$ cat src/rtl/fetch_pkg.sv
// -----------------------------------------------------------------------------
// fetch_pkg
// Shared core definitions for the instruction fetch unit:
//   XLEN          - datapath width (32)
//   NOP_INSTR     - canonical NOP (addi x0,x0,0) placed in a squashed IF/ID
//   fetch_state_e - fetch control FSM states
//   pc_plus4()    - sequential PC increment, wraps modulo 2^32
// -----------------------------------------------------------------------------
package fetch_pkg;

   localparam int XLEN = 32;

   localparam logic [XLEN-1:0] NOP_INSTR = 32'h0000_0013;

   typedef enum logic [2:0] {
      IDLE    = 3'd0,
      REQ     = 3'd1,
      WAIT    = 3'd2,
      HOLD    = 3'd3,
      DISCARD = 3'd4
   } fetch_state_e;

   // Natural overflow of the 32-bit add gives the modulo-2^32 wrap.
   function automatic logic [XLEN-1:0] pc_plus4(input logic [XLEN-1:0] pc);
      return pc + 32'd4;
   endfunction

endpackage

$ cat src/rtl/fetch_hold_buf.sv
// -----------------------------------------------------------------------------
// fetch_hold_buf
// One-entry buffer that parks a fetched instruction (and its pc) while the
// IF/ID register is stalled.
// Ports:
//   clk_i, rst_i        - clock, asynchronous active-high reset
//   capture_i           - load pc_i/instr_i and mark the entry valid
//   clear_i             - invalidate the entry (wins over capture_i)
//   pc_i, instr_i       - data to capture
//   valid_o, pc_o,
//   instr_o             - current buffer contents
// -----------------------------------------------------------------------------
module fetch_hold_buf
   import fetch_pkg::*;
(
   input  logic            clk_i,
   input  logic            rst_i,
   input  logic            capture_i,
   input  logic            clear_i,
   input  logic [XLEN-1:0] pc_i,
   input  logic [XLEN-1:0] instr_i,
   output logic            valid_o,
   output logic [XLEN-1:0] pc_o,
   output logic [XLEN-1:0] instr_o
);

   logic            valid_q, valid_d;
   logic [XLEN-1:0] pc_q, pc_d;
   logic [XLEN-1:0] instr_q, instr_d;

   // Next-state for the buffer entry.
   always_comb begin
      valid_d = valid_q;
      pc_d    = pc_q;
      instr_d = instr_q;
      if (clear_i) begin
         valid_d = 1'b0;
      end else if (capture_i) begin
         valid_d = 1'b1;
         pc_d    = pc_i;
         instr_d = instr_i;
      end else begin
         valid_d = valid_q;
      end
   end

   // Buffer storage.
   always_ff @(posedge clk_i or posedge rst_i) begin
      if (rst_i) begin
         valid_q <= 1'b0;
         pc_q    <= 32'h0000_0000;
         instr_q <= NOP_INSTR;
      end else begin
         valid_q <= valid_d;
         pc_q    <= pc_d;
         instr_q <= instr_d;
      end
   end

   assign valid_o = valid_q;
   assign pc_o    = pc_q;
   assign instr_o = instr_q;

endmodule

$ cat src/rtl/fetch_unit.sv
// -----------------------------------------------------------------------------
// fetch_unit
// Instruction fetch stage: pc register, single-outstanding-request memory
// handshake FSM, stall hold buffer and the IF/ID pipeline register.
// Parameters:
//   RESET_PC        - first fetch address after reset
// Ports:
//   clk_i, rst_i    - clock, asynchronous active-high reset
//   redirect_i,
//   target_addr_i   - change of flow from EX (highest priority pc source)
//   flush_i         - squash IF/ID to a NOP bubble
//   stall_i         - hold IF/ID
//   imem_req_o,
//   imem_addr_o     - fetch request / address
//   imem_gnt_i      - request accepted
//   imem_rvalid_i,
//   imem_rdata_i    - response valid / instruction word
//   if_id_*_o       - IF/ID register (valid, pc, pc+4, instr)
// Build option:
//   FETCH_MISALIGN_CHECK_EN - adds misaligned_o; redirect targets are forced
//                             to word alignment and a misaligned target
//                             raises a one-cycle pulse.
// -----------------------------------------------------------------------------
module fetch_unit
   import fetch_pkg::*;
#(
   parameter logic [31:0] RESET_PC = 32'h0000_0000
) (
   input  logic        clk_i,
   input  logic        rst_i,
   input  logic        redirect_i,
   input  logic [31:0] target_addr_i,
   input  logic        flush_i,
   input  logic        stall_i,
   output logic        imem_req_o,
   output logic [31:0] imem_addr_o,
   input  logic        imem_gnt_i,
   input  logic        imem_rvalid_i,
   input  logic [31:0] imem_rdata_i,
   output logic        if_id_valid_o,
   output logic [31:0] if_id_pc_o,
   output logic [31:0] if_id_pc4_o,
   output logic [31:0] if_id_instr_o
`ifdef FETCH_MISALIGN_CHECK_EN
   ,
   output logic        misaligned_o
`endif
);

   fetch_state_e    state_q, state_d;
   logic [XLEN-1:0] pc_q, pc_d;

   logic            if_id_valid_q, if_id_valid_d;
   logic [XLEN-1:0] if_id_pc_q, if_id_pc_d;
   logic [XLEN-1:0] if_id_pc4_q, if_id_pc4_d;
   logic [XLEN-1:0] if_id_instr_q, if_id_instr_d;

   logic [XLEN-1:0] redir_pc_s;
   logic            load_s;
   logic [XLEN-1:0] load_pc_s;
   logic [XLEN-1:0] load_instr_s;
   logic            buf_capture_s;
   logic            buf_clear_s;
   logic            buf_valid_s;
   logic [XLEN-1:0] buf_pc_s;
   logic [XLEN-1:0] buf_instr_s;

`ifdef FETCH_MISALIGN_CHECK_EN
   logic misaligned_q, misaligned_d;

   // Word-align redirect targets and flag misaligned ones.
   always_comb begin
      redir_pc_s   = {target_addr_i[31:2], 2'b00};
      misaligned_d = redirect_i & (target_addr_i[1:0] != 2'b00);
   end

   // Misalignment pulse register.
   always_ff @(posedge clk_i or posedge rst_i) begin
      if (rst_i) begin
         misaligned_q <= 1'b0;
      end else begin
         misaligned_q <= misaligned_d;
      end
   end

   assign misaligned_o = misaligned_q;
`else
   assign redir_pc_s = target_addr_i;
`endif

   // Fetch FSM next-state, pc update and IF/ID load requests.
   always_comb begin
      state_d       = state_q;
      pc_d          = pc_q;
      load_s        = 1'b0;
      load_pc_s     = pc_q;
      load_instr_s  = imem_rdata_i;
      buf_capture_s = 1'b0;
      buf_clear_s   = 1'b0;
      case (state_q)
         IDLE: begin
            state_d = REQ;
            if (redirect_i) begin
               pc_d = redir_pc_s;
            end else begin
               pc_d = pc_q;
            end
         end
         REQ: begin
            if (redirect_i) begin
               pc_d = redir_pc_s;
               // A granted request already targets the stale pc; its
               // response must be thrown away.
               if (imem_gnt_i) begin
                  state_d = DISCARD;
               end else begin
                  state_d = REQ;
               end
            end else if (imem_gnt_i) begin
               state_d = WAIT;
            end else begin
               state_d = REQ;
            end
         end
         WAIT: begin
            if (redirect_i) begin
               pc_d = redir_pc_s;
               if (imem_rvalid_i) begin
                  state_d = REQ;
               end else begin
                  state_d = DISCARD;
               end
            end else if (imem_rvalid_i) begin
               if (stall_i) begin
                  buf_capture_s = 1'b1;
                  state_d       = HOLD;
               end else begin
                  load_s  = 1'b1;
                  pc_d    = pc_plus4(pc_q);
                  state_d = REQ;
               end
            end else begin
               state_d = WAIT;
            end
         end
         HOLD: begin
            if (redirect_i) begin
               pc_d        = redir_pc_s;
               buf_clear_s = 1'b1;
               state_d     = REQ;
            end else if (!stall_i) begin
               load_s       = buf_valid_s;
               load_pc_s    = buf_pc_s;
               load_instr_s = buf_instr_s;
               pc_d         = pc_plus4(buf_pc_s);
               buf_clear_s  = 1'b1;
               state_d      = REQ;
            end else begin
               state_d = HOLD;
            end
         end
         DISCARD: begin
            if (redirect_i) begin
               pc_d = redir_pc_s;
            end else begin
               pc_d = pc_q;
            end
            if (imem_rvalid_i) begin
               state_d = REQ;
            end else begin
               state_d = DISCARD;
            end
         end
         default: begin
            state_d = IDLE;
            pc_d    = RESET_PC;
         end
      endcase
   end

   // IF/ID next value: flush beats stall beats load. With no stall and
   // nothing to load the slot becomes a bubble so ID never sees the same
   // instruction twice.
   always_comb begin
      if_id_valid_d = if_id_valid_q;
      if_id_pc_d    = if_id_pc_q;
      if_id_pc4_d   = if_id_pc4_q;
      if_id_instr_d = if_id_instr_q;
      if (flush_i) begin
         if_id_valid_d = 1'b0;
         if_id_instr_d = NOP_INSTR;
      end else if (stall_i) begin
         if_id_valid_d = if_id_valid_q;
      end else if (load_s) begin
         if_id_valid_d = 1'b1;
         if_id_pc_d    = load_pc_s;
         if_id_pc4_d   = pc_plus4(load_pc_s);
         if_id_instr_d = load_instr_s;
      end else begin
         if_id_valid_d = 1'b0;
      end
   end

   // FSM, pc and IF/ID registers.
   always_ff @(posedge clk_i or posedge rst_i) begin
      if (rst_i) begin
         state_q       <= IDLE;
         pc_q          <= RESET_PC;
         if_id_valid_q <= 1'b0;
         if_id_pc_q    <= 32'h0000_0000;
         if_id_pc4_q   <= 32'h0000_0000;
         if_id_instr_q <= NOP_INSTR;
      end else begin
         state_q       <= state_d;
         pc_q          <= pc_d;
         if_id_valid_q <= if_id_valid_d;
         if_id_pc_q    <= if_id_pc_d;
         if_id_pc4_q   <= if_id_pc4_d;
         if_id_instr_q <= if_id_instr_d;
      end
   end

   fetch_hold_buf u_hold_buf (
      .clk_i     (clk_i),
      .rst_i     (rst_i),
      .capture_i (buf_capture_s),
      .clear_i   (buf_clear_s),
      .pc_i      (pc_q),
      .instr_i   (imem_rdata_i),
      .valid_o   (buf_valid_s),
      .pc_o      (buf_pc_s),
      .instr_o   (buf_instr_s)
   );

   // Request is a pure decode of the state flop; the address is the pc flop.
   assign imem_req_o    = (state_q == REQ);
   assign imem_addr_o   = pc_q;
   assign if_id_valid_o = if_id_valid_q;
   assign if_id_pc_o    = if_id_pc_q;
   assign if_id_pc4_o   = if_id_pc4_q;
   assign if_id_instr_o = if_id_instr_q;

endmodule

$ cat config.mk
export PLATFORM = sky130hd
export DESIGN_NAME = fetch_unit
export DESIGN_NICKNAME = d
export VERILOG_FILES = /design/src/rtl/fetch_pkg.sv /design/src/rtl/fetch_hold_buf.sv /design/src/rtl/fetch_unit.sv
export SDC_FILE = /design/constraint.sdc
export NUM_CORES = 1
export LEC_CHECK = 0
export CAP_MARGIN = 0
export CORE_ASPECT_RATIO = 0.5
export CORE_MARGIN = 5
export CORE_UTILIZATION = 25
export CTS_CLUSTER_SIZE = 40
export DETAILED_ROUTE_END_ITERATION = 12
export PLACE_DENSITY_LB_ADDON = 0.25
export SLEW_MARGIN = 20
export SYNTH_ARGS = -nofsm -noshare
export SYNTH_HDL_FRONTEND = slang
export SYNTH_SLANG_ARGS = --single-unit
$ cat constraint.sdc
create_clock -name clk_i -period 18.35 [get_ports clk_i]
set_input_delay 1.835 -clock clk_i [delete_from_list [all_inputs] [get_ports clk_i]]
set_output_delay 1.835 -clock clk_i [all_outputs]
set_load 0.03 [all_outputs]
# Yosys cells after proc, flatten, opt, wreduce, memory -nomap -nowiden
# Cells that the tools add are included.
# W data, S select, Z words.
[classes]
n_addsub = 3
multipliers = 0
div_mod_pow = 0
n_lt_le_gt_ge = 0
eq_ne = 9
n_shift = 0
mux = 41
bitwise = 3
n_reduce_logical = 8
[ops]
columns = ["cell", "count"]
rows = [
  ["$mux W32", 14],
  ["$add A32 B3 Y32 const B", 3],
  ["$pmux W32 S3", 1],
  ["$mux W1", 16],
  ["$pmux W3 S5", 1],
  ["$mux W3", 4],
  ["$ne A3 B3 Y1 const B", 3],
  ["$mux W2", 4],
  ["$eq A3 B2 Y1 const B", 2],
  ["$reduce_and A2 Y1", 2],
  ["$reduce_and A4 Y1", 1],
  ["$reduce_bool A2 Y1", 2],
  ["$eq A3 B1 Y1 const B", 1],
  ["$eq A3 B3 Y1 const B", 1],
  ["$logic_not A3 Y1", 1],
  ["$not A1 Y1", 3],
  ["$reduce_and A3 Y1", 1],
  ["$reduce_or A3 Y1", 1],
  ["$ne A2 B1 Y1 const B", 1],
  ["$ne A2 B2 Y1 const B", 1],
  ["$pmux W1 S2", 1],
]
[totals]
ff_bits = 197
latchBits = 0
mem_bits_rw = 0
mem_bits_ro = 0
input_bits = 71
out_inout_bits = 130
word_cells = 73
n_memories = 0

# Logic depth before layout (Yosys ltp)
[depth]
ltp_word = 7
depth_mapped = 16
ltp_nobuf = 10

# Modules after synthesis
# Synthesis repeated with hierarchy kept, for this count alone.
[unflattened]
hier_cells = 1143
hier_area_um2 = 11085.6
[modules_own_cells]
columns = ["mod", "n_inst", "cells_per_inst", "area_each_um2", "seq_area_each_um2"]
rows = [
  ["fetch_unit", 1, 1003, 8344.3, 3256.9],
  ["fetch_hold_buf", 1, 140, 2741.4, 1630.3],
]

# Worst setup path before layout
# Ideal clock, no wire load.
[synth_path]
path_type = "in2reg"
start = "input redirect_i"
end = "register if_id_pc4_q[6], in the netlist if_id_pc4_o[6]"
setup_time_ns = 0.104
t_arrival_ns = 4.061
required_ns = 18.246
slack_ns = 14.185
stages = 15
path_buffers = 5
path_cell_list = "nand4bb_1 -> clkbuf_1 -> nor2_1 -> buf_2 -> buf_2 -> buf_2 -> nand2_1 -> nand2_1 -> ha_1 -> clkbuf_2 -> nand2_1 -> mux2i_1 -> nand2_1 -> xor2_1 -> o311ai_1"
[synth_via]
elab_chain_len = 3
elab_cells_between_ends = 7
cone_classes = "1 x add/sub; 5 x mux; 1 x reduce/logical"
[synth_lines]
columns = ["item", "line", "rtl"]
rows = [
  ["from (decl)", "fetch_unit.sv:31", "input logic redirect_i,"],
  ["$mux W32", "fetch_unit.sv:147", "if (redirect_i) begin"],
  ["$mux W32", "fetch_unit.sv:100", "case (state_q)"],
  ["net load_pc_s[2]", "fetch_unit.sv:60", "logic [XLEN-1:0] load_pc_s;"],
  ["$add A32 B3 Y32", "fetch_pkg.sv:25", "return pc + 32'd4;"],
  ["to (signal assigned)", "fetch_unit.sv:218", "if_id_pc4_q <= if_id_pc4_d;"],
  ["to (decl)", "fetch_unit.sv:55", "logic [XLEN-1:0] if_id_pc4_q, if_id_pc4_d;"],
]
# The timed path passes the listed nets, and every way through them passes these cells.
# A chain may end at the register's enable or synchronous reset.

# Worst setup path in the final report
# Same ends and word-level chain as after synthesis.

==> impl_metrics.csv <==
group,metric,value,unit
run_status,outcome,"complete, no violations",
global_route,grt_max_degree,128,
logic_synthesis,synth_flop_cell,"dfrtp_1",
floorplanning,initial_utilization,25.3,%
layout,final_area,13600,um^2
drt,firstDrtPassIters,5,
floorplanning,dieArea,46900,um^2
clocking,cts_resized,0,
global_route,groute.usage.overall,15.8,%
logic_synthesis,synthSimpleGateAreaFrac,18.2,%
critical_path,cp_max_fo,47,
floorplanning,num_io_pins,201,
layout,drive_gt1_share,10.6,%
placement,place.gp.congestion,0.934,
placement,io_buffer_count,200,
timing,rsz0062_at_grt,"no",
logic_synthesis,ys_ff_latch,195,
logic_synthesis,ys_seq_area_share,46.1,%
pwr,leakagePower,5.54,nW
logic_synthesis,synth_edf_count,0,
timing,setup_tns,0,ns
global_route,grt_pass1_wl,57.8,mm
critical_path,cpMostUsedCell,"nand2_1",
pwr,combPwrFrac,35.9,%
timing,worst_pin_slew,1.08,ns
global_route,antenna_found_initial,0,
logic_synthesis,synth-xor-area-share,5.21,%
logic_synthesis,ys_types,76,
layout,seqCellArea,4890,um^2
layout,nets,1358,
critical_path,worstSetupPathType,"in -> reg",
critical_path,cpMaxStageDelayCell,"clkdlybuf4s50_1",
logic_synthesis,synthCells,1148,
drt,vias,9386,
layout,final_cells,1874,
logic_synthesis,ys.warnings.count,0,
global_route,grt_pass1_vias,9454,
clocking,cts.clk_slew.worst_paths,0.08,ns
logic_synthesis,synth.area.top_cells,"dfrtp_1 45%, nand2_1 7.1%, mux2_2 6.6%, o21ai_0 4.4%, nor2_1 2.9%",
clocking,root_buffer,"clkbuf_16",
floorplanning,core.rowCount,53,
logic_synthesis,synthMuxAreaShare,8.66,%
critical_path,end_kind,"register",
pwr,power.internal,0.984,mW
critical_path,cp_data_required_time,18.70,ns
pwr,sw_frac_of_total,41.6,%
layout,syn_to_final_growth,28.5,%
floorplanning,die_x,301,um
logic_synthesis,synthAdderAreaFrac,0.354,%
layout,diodes,0,
logic_synthesis,synth_top_area_share,44.6,%
pwr,pwr-share-seq,42.3,%
clocking,cts_buffers,17,
drt,drc,0,
logic_synthesis,synth_async_sr_flop_share,100,%
pwr,clkPwrFrac,21.8,%
global_route,grt_overflow_total,0,
pwr,irDropWorstVdd,0.0000649,V
clocking,cts_sinks,195,
timing,max_freq,191,MHz
logic_synthesis,synth_area,10600,um^2
logic_synthesis,synth_top_family_by_area,"simple AND/OR/NAND/NOR gates",
clocking,holdBufCountCts,0,
drt,drt-total-wl,37.8,mm
drt,postRouteAntennaNets,0,
logic_synthesis,syn-num-nets,1222,
timing,period_minus_slack,5.25,ns
timing,hold_viol,0,
logic_synthesis,syn_area_per_cell,9.23,um^2
min_path,holdCritPathClass,"reg -> reg",
drt,wl_per_cell,20.2,um
layout,final_util,32.5,%
clocking,cts_tree,"done",
flow_run,drv_cap,0,
drt,drtIter0Drc,876,
critical_path,path_cells,"clkdlybuf4s50_1, and4bb_2, buf_4, nand2_2, nand2_1, nand2_1, ha_1, nand2_1, mux2i_1, nand2_1, xor2_1, o311ai_1",
pwr,p_sw,0.701,mW
critical_path,setup.worst_path.start_class,"input pin",
placement,dpl-instance-area,13100,um^2
clocking,insertion_delay,0.45,ns
clocking,post_cts_buffers,0,
clocking,ctsHtreeMaxLevel,4,
layout,multi_input_area,5310,um^2
critical_path,cp.arrival,5.60,ns
clocking,cts_buffer_depth,2,
timing,slew_headroom,28.0,%
placement,dp_hpwl,26.8,mm
floorplanning,die_h,156,um
logic_synthesis,synth-compound-area-share,17.2,%
timing,finalSetupViolCount,0,
layout,fillCellCount,4396,
pwr,powerDensity,124,nW/um^2
critical_path,critPathMaxStageDelay,0.85,ns
floorplanning,core-area,41900,um^2
logic_synthesis,synth_area_leader_cell,"dfrtp_1",
timing,fin_crit_sh,28.6,%
drt,vias_per_cell,5.01,
placement,dp_cells,1842,
timing,skew,0.0101,ns
timing,final-max-slew-violation-count,0,
final timing paths:
kind | from | end | slack, ns | cells past startpoint
max | redirect_i | if_id_pc4_o[6] | 13.10 | 12
min | if_id_pc_o[19] | if_id_pc_o[19] | 0.48 | 2
max reg2reg | state_q[2] | if_id_pc4_o[6] | 14.58 | 11
min reg2reg | if_id_pc_o[19] | if_id_pc_o[19] | 0.48 | 2
max in group asynchronous | rst_i | if_id_pc_o[20] | 14.92 | 3
min in group asynchronous | rst_i | if_id_instr_o[24] | 1.90 | 2
registers in the layout (all words and copies together), names as in the netlist:
name                count
if_id_instr_o          32
imem_addr_o            32
u_hold_buf.instr_o     32
state_q                 3
if_id_pc4_o            30
if_id_valid_o           1
if_id_pc_o             32
u_hold_buf.pc_o        32
u_hold_buf.valid_o      1
cell type report:
class | count | share of cell area [%]
clock inverter | 14 | 0.873
multi-input combinational | 845 | 39.0
clock buffer | 18 | 3.22
inverter | 14 | 0.441
tap | 577 | 5.30
timing repair buffer | 211 | 15.3
sequential | 195 | 35.9
per-layer routing:
layer  wire, um  up-vias  GRT usage, %  share of wire (%)
met2      18800      278          27.4                 50
met3       1720       40          2.95                4.6
met5          0        -             0                  0
met1      16600     4683          20.5                 44
met4        648        0          4.05                1.7
li1           -     4385             -                  -
critical path: cells and delay by family:
| family | cells | cell delay (ns) |
|---|---|---|
| simple gates | 6 | 1.35 |
| buf+inv | 2 | 1.16 |
| mux | 1 | 0.43 |
| fa+ha+maj | 1 | 0.38 |
| compound gates | 1 | 0.24 |
| xor+xnor | 1 | 0.16 |
power groups by stage:
stage / clock [mW] / sequential, mW / combinational (mW)
global route: 0.396 / 0.730 / 0.649
global placement: 0 / 0.715 / 0.603
floorplan: 0 / 0.757 / 0.288
CTS: 0.379 / 0.709 / 0.610
finish: 0.367 / 0.712 / 0.606
detailed placement: 0 / 0.717 / 0.608
Yosys cell counts, drive strengths merged (6+ instances only):
library cell,n
a311oi,30
xor2,31
nand4,14
nand2,202
o21ai,103
nand2b,6
mux2,62
dfrtp,189
nand3,22
nor4,12
a211oi,7
buf,37
clkbuf,57
mux2i,22
a21oi,52
o31ai,7
and4,7
nor3,25
o22ai,7
nor2,81
and3,16
a22oi,10
a31oi,11
xnor2,32
dfstp,6
inv,13
kinds of logic after synthesis:
| kind of cell | count (synthesis) |
|---|---|
| compound gates | 281 |
| mux | 84 |
| simple gates | 414 |
| flops | 195 |
| fa+ha+maj | 3 |
| buf+inv | 108 |
| xor+xnor | 63 |
stage by stage:
step | hold WS (ns) | worst slack, ns | power, mW
6_report | 0.481 | 13.10 | 1.68
5_1_grt | 0.510 | 12.81 | 1.78
4_1_cts | 0.489 | 13.13 | 1.70
3_5_place_dp | 0.471 | 12.65 | 1.32
3_3_place_gp | 0.470 | 12.75 | 1.32
2_1_floorplan | 0.479 | 11.21 | 1.05
cells in the final DEF, fill, tap and decap left out, types with 7 or more instances in the layout:
cell,netlist,final
mux2i_1,22,22
dfrtp_1,189,189
nor3_1,25,24
o22ai_1,7,7
inv_1,13,12
nand2_1,201,201
nand3_1,22,21
mux2_2,62,62
buf_4,6,11
xor2_1,31,31
nor4_1,9,9
and3_1,16,16
o21ai_1,9,9
a21oi_1,52,50
o21ai_0,94,94
a31oi_1,11,11
a311oi_1,30,30
nor2_1,81,79
clkbuf_16,0,17
clkdlybuf4s50_1,0,200
nand4_1,13,13
and4_1,7,7
a22oi_1,10,10
xnor2_1,32,32
Note: power is estimated with default switching activity, not from simulation.
